==> config.mk <==
export PLATFORM = sky130hd
export DESIGN_NAME = stream_accumulator
export DESIGN_NICKNAME = d
export VERILOG_FILES = /design/src/rtl/stream_accumulator_pkg.sv /design/src/rtl/generic_adder.sv /design/src/rtl/stream_accumulator.sv
export SDC_FILE = /design/constraint.sdc
export NUM_CORES = 1
export LEC_CHECK = 0
export BUFFER_PORTS_ARGS = -buffer_cell sky130_fd_sc_hd__buf_2
export CAP_MARGIN = 20
export CORE_ASPECT_RATIO = 1.4
export CORE_MARGIN = 5
export CORE_UTILIZATION = 51
export DETAILED_ROUTE_END_ITERATION = 6
export GPL_TIMING_DRIVEN = 0
export HOLD_SLACK_MARGIN = 0.03
export PLACE_DENSITY_LB_ADDON = 0.25
export SLEW_MARGIN = 10
export SYNTH_ARGS = -nofsm -noshare
export SYNTH_HDL_FRONTEND = slang
export SYNTH_SLANG_ARGS = --single-unit
==> constraint.sdc <==
create_clock -name clk -period 10.4 [get_ports clk]
set_clock_uncertainty 0.15 [all_clocks]
set_input_delay 1.56 -clock clk [delete_from_list [all_inputs] [get_ports clk]]
set_output_delay 1.56 -clock clk [all_outputs]
set_load 0.03 [all_outputs]
==> src/rtl/stream_accumulator_pkg.sv <==
// Shared types and default sizing for the stream accumulator slice.
package stream_accumulator_pkg;

  localparam int unsigned DEF_WIDTH   = 24;
  localparam int unsigned DEF_COUNT_W = 8;

  typedef enum logic [1:0] {
    IDLE  = 2'd0,
    ACCUM = 2'd1,
    HOLD  = 2'd2
  } state_t;

endpackage

==> src/rtl/generic_adder.sv <==
// Generic ripple-carry adder; c exposes the carry out of every bit position.
module generic_adder #(
  parameter int unsigned width = 24
) (
  input  logic [width-1:0] ain,
  input  logic [width-1:0] bin,
  input  logic             cin,
  output logic [width-1:0] sum,
  output logic             carry,
  output logic [width-1:0] c
);

  logic [width:0] chain;

  assign chain[0] = cin;

  for (genvar i = 0; i < width; i++) begin : g_bit
    assign sum[i]       = ain[i] ^ bin[i] ^ chain[i];
    assign chain[i + 1] = (ain[i] & bin[i]) | (chain[i] & (ain[i] ^ bin[i]));
  end

  assign c     = chain[width:1];
  assign carry = chain[width];

endmodule

==> src/rtl/stream_accumulator.sv <==
// Sums a burst of unsigned operands from a valid/ready stream and presents the
// modulo-2^WIDTH total with a sticky carry-out flag on a valid/ready result port.
module stream_accumulator
  import stream_accumulator_pkg::*;
#(
  parameter int unsigned WIDTH   = DEF_WIDTH,
  parameter int unsigned COUNT_W = DEF_COUNT_W
) (
  input  logic               clk,
  input  logic               rst,
  input  logic               start,
  input  logic [COUNT_W-1:0] num_samples,
  input  logic               in_valid,
  output logic               in_ready,
  input  logic [WIDTH-1:0]   in_data,
  output logic               out_valid,
  input  logic               out_ready,
  output logic [WIDTH-1:0]   out_sum,
  output logic               out_ovf,
  output logic               busy
);

  localparam logic [COUNT_W-1:0] ONE = COUNT_W'(1);

  state_t             state;
  logic [WIDTH-1:0]   acc;
  logic [COUNT_W-1:0] remaining;
  logic               ovf;
  logic [WIDTH-1:0]   add_sum;
  logic               add_carry;

  generic_adder #(
    .width(WIDTH)
  ) u_adder (
    .ain  (acc),
    .bin  (in_data),
    .cin  (1'b0),
    .sum  (add_sum),
    .carry(add_carry),
    .c    ()
  );

  // Handshake outputs are registered alongside the state so neither ready nor
  // valid has a combinational path from the opposite side's handshake input.
  always_ff @(posedge clk or posedge rst) begin
    if (rst) begin
      state     <= IDLE;
      acc       <= '0;
      remaining <= '0;
      ovf       <= 1'b0;
      in_ready  <= 1'b0;
      out_valid <= 1'b0;
      busy      <= 1'b0;
    end else begin
      case (state)
        IDLE: begin
          if (start) begin
            acc  <= '0;
            ovf  <= 1'b0;
            busy <= 1'b1;
            if (num_samples != '0) begin
              remaining <= num_samples;
              in_ready  <= 1'b1;
              state     <= ACCUM;
            end else begin
              out_valid <= 1'b1;
              state     <= HOLD;
            end
          end
        end
        ACCUM: begin
          if (in_valid && in_ready) begin
            acc       <= add_sum;
            ovf       <= ovf | add_carry;
            remaining <= remaining - ONE;
            if (remaining == ONE) begin
              in_ready  <= 1'b0;
              out_valid <= 1'b1;
              state     <= HOLD;
            end
          end
        end
        HOLD: begin
          if (out_ready) begin
            out_valid <= 1'b0;
            busy      <= 1'b0;
            state     <= IDLE;
          end
        end
        default: begin
          in_ready  <= 1'b0;
          out_valid <= 1'b0;
          busy      <= 1'b0;
          state     <= IDLE;
        end
      endcase
    end
  end

  // acc and ovf already hold their value until the next accepted start.
  assign out_sum = acc;
  assign out_ovf = ovf;

endmodule

==> impl_metrics.csv <==
group,metric,value,unit
status,run_status,"complete, no violations",
critical_path,cp-end-kind,"flip-flop",
global_routing,global_route_total_overflow,0,
route,first_iter_violations,92,
critical_path,startpoint_type,"input port",
final_layout,layout.cells.most_common_list,"67 x sky130_fd_sc_hd__buf_2, 51 x sky130_fd_sc_hd__inv_1, 38 x sky130_fd_sc_hd__dfrtp_1",
clock_network,numCtsBuffers,5,
critical_path,reg_to_reg_end,"out_sum[23]",
synth,syn_inst,254,
run,timing.max_cap.violations,0,
critical_path,crit_path_top_delay_cell,"sky130_fd_sc_hd__fa_1",
power_and_ir_drop,power.density_cell_area,307,mW/mm^2
timing,tightest_slew,804,ps
global_routing,first_pass_grt_wire_length,9.66,mm
critical_path,worstPathRequired,10440,ps
route,viasPerCell,5.18,
route,drc_violation_count_after_routing,0,
die,row_count,30,
final_layout,diodes,0,
timing,max_clock_freq,0.0987,GHz
critical_path,critical-path-top-cell-by-count,"sky130_fd_sc_hd__fa_2",
synth,number_of_warning_messages_in_the_yosys_log,0,
final_layout,finish.cell_count_without_fillers,390,
synth,synth-seq-area-share,0.378,
timing,maxSlewHeadroom,0.463,
die,floorplan.die.height,93.1,um
critical_path,arr_time_crit_path,10170,ps
final_layout,drive_gt1_frac,0.322,
clock_network,cts.reportedPaths.clkPinSlew,80,ps
timing,setup-violations-final,0,
route,ant_nets,0,
die,design.portCount,65,
timing,worst_slack_setup_final,271,ps
final_layout,final_net_count,388,
min_path,number_of_cells_traversed_by_the_worst_hold_path,2,
clock_network,cts.hold.buffers_added,0,
synth,synth-seq-cells,38,
clock_network,cts_root_buf,"sky130_fd_sc_hd__clkbuf_8",
clock_network,htree_num_levels,2,
critical_path,r2r_slack,1230,ps
power_and_ir_drop,cellLeakagePower,1.51,nW
clock_network,clock-sinks,38,
die,width_of_the_die,69.4,um
min_path,hold_end,"out_sum[15]",
clock_network,clk_latency,290,ps
place,routabilityCongestion,0.886,
route,post_drt_wl_per_cell,14.2,um
synth,synth_area_leader_cell,"sky130_fd_sc_hd__dfrtp_1",
synth,synth_fp_nets,317,
synth,post_synth.cell_area_avg,9.91,um^2
timing,rsz0062_at_grt,"false",
critical_path,cp_max_fo,1,
min_path,min_path_type,"reg2reg",
route,number_of_iterations_in_the_first_detailed_routing_pass,4,
min_path,min_from,"out_sum[15]",
critical_path,worstReg2RegStart,"out_sum[0]",
critical_path,reg2reg_depth,28,
global_routing,grt_usage,0.184,
global_routing,first_global_vias,2119,
place,placed_cells,382,
place,worst_slack_at_placement,-577,ps
critical_path,classification_of_the_worst_setup_path,"in2reg",
global_routing,initial_antenna_violation_count,0,
die,placeableCoreArea,0.00480,mm^2
power_and_ir_drop,vdd_drop_max,160,uV
global_routing,maximum_number_of_pins_on_one_net_before_global_route_repair,39,
final_layout,fillerInstances,430,
clock_network,cts_tree,"yes",
synth,synth.cell_area,0.00252,mm^2
die,die_area,0.00646,mm^2
place,post-dp-hpwl,4.24,mm
clock_network,postCtsSetupRepairBufs,0,
timing,report.final.hold_viol_count,0,
synth,postSynth.asyncResetShare,1.00,
final_layout,final_common_cell,"sky130_fd_sc_hd__buf_2",
final_layout,syn_to_final_growth,23.0,%
synth,synth.top_cells.by_area,"sky130_fd_sc_hd__dfrtp_1 38%, sky130_fd_sc_hd__fa_1 18%, sky130_fd_sc_hd__inv_1 7.8%, sky130_fd_sc_hd__o31ai_1 7.8%, sky130_fd_sc_hd__nand2_1 4.6%",
synth,synth_largest_type_area_fraction,0.378,
timing,final-max-slew-violation-count,0,
final_layout,final_core_utilization,0.644,
clock_network,clockBufferDepth,2,
final_layout,layout.cell_area.non_filler,0.00310,mm^2
synth,post_synth_num_cell_types,38,
place,io_buffers,64,
timing,share_of_the_cycle_needed_by_the_critical_path_after_routing,0.974,
timing,period_minus_slack,10130,ps
place,placed_area,0.00292,mm^2
route,vias,2020,
synth,synth-main-ff-cell,"sky130_fd_sc_hd__dfrtp_1",
critical_path,largest_stage_delay_on_the_critical_path,410,ps
synth,synth-edff-count,0,
die,start_util,0.524,
route,wirelength,5.55,mm
-- where the power goes --
group | switching (mW) | leakage (nW) | internal [mW] | total (mW)
logic | 0.319 | 0.973 | 0.203 | 0.522
registers | 0.0571 | 0.464 | 0.215 | 0.272
clock network | 0.0543 | 0.0714 | 0.102 | 0.157
-- sequential cells by signal (all words and copies together) (netlist names) --
signal,count
out_sum,24
remaining,8
state,2
busy,1
in_ready,1
out_ovf,1
out_valid,1
-- worst max-delay path, delay by kind of cell --
family                     cells  cell delay, ps
buffers and inverters          3             220
adders and majority gates     24            8250
AOI/OAI and AO/OA              1              50
and+or+nand+nor                1              70
-- per-layer routing --
metal / GRT usage / vias up / wire length, um
met4: 0.0684 / 0 / 127
met1: 0.217 / 974 / 2200
met3: 0.0484 / 15 / 270
met5: 0 / - / 0
li1: - / 980 / -
met2: 0.320 / 51 / 2960
-- cell families after synthesis --
family	after synthesis	share of synthesized area
AO/OA/AOI/OAI	64	0.168
buffers and inverters	67	0.127
adder cells (fa/ha/maj)	26	0.198
flip-flops	38	0.378
multiplexers	1	0.00398
AND/OR/NAND/NOR	58	0.125
-- final cells by class --
type | count | area (um^2) | area share
repair buffers | 64 | 320 | 0.103
plain buffers | 15 | 124 | 0.0400
multi-input cells | 149 | 1280 | 0.414
flip-flops and latches | 38 | 951 | 0.307
inverters | 52 | 195 | 0.0631
clock buffers | 6 | 82.6 | 0.0267
well taps | 64 | 80.1 | 0.0259
clock inverters | 2 | 60.1 | 0.0194
-- synth_stat cells, drive strengths merged (2+ instances only) --
cell,number
clkbuf,2
a31oi,3
a32oi,2
o22ai,2
a22oi,2
nor2b,3
ha,3
fa,23
o21ai,13
o31ai,26
nor2,8
nor4,4
buf,13
nor3,4
a21oi,10
and3,2
nand2,31
dfrtp,38
inv,52
-- metrics by stage --
| stage | hold slack (ps) | TNS [ps] | total power [mW] |
|---|---|---|---|
| after floorplan | 347 | 0 | 0.644 |
| after global placement | 329 | -727 | 0.772 |
| after detailed placement | 338 | -1620 | 0.791 |
| after CTS | 357 | 0 | 0.957 |
| after global routing | 378 | 0 | 1.04 |
| final | 354 | 0 | 0.951 |
-- timing repair --
action	CTS	global route
gates resized for setup	5	7
hold endpoints to repair	0	0
setup endpoints to repair	3	3
-- how the worst max path moves through the flow --
stage / startpoint / depth (start not counted) / slack [ps] / endpoint
floorplan: in_data[0] / 28 / 10 / out_sum[23]
global placement: in_data[0] / 29 / -350 / out_sum[23]
detailed placement: in_data[0] / 29 / -580 / out_sum[23]
CTS: in_data[0] / 29 / 5 / out_sum[23]
global route: in_data[0] / 29 / 20 / out_sum[23]
finish: in_data[0] / 29 / 270 / out_sum[23]
No activity file was read; power rests on OpenSTA's default activity.
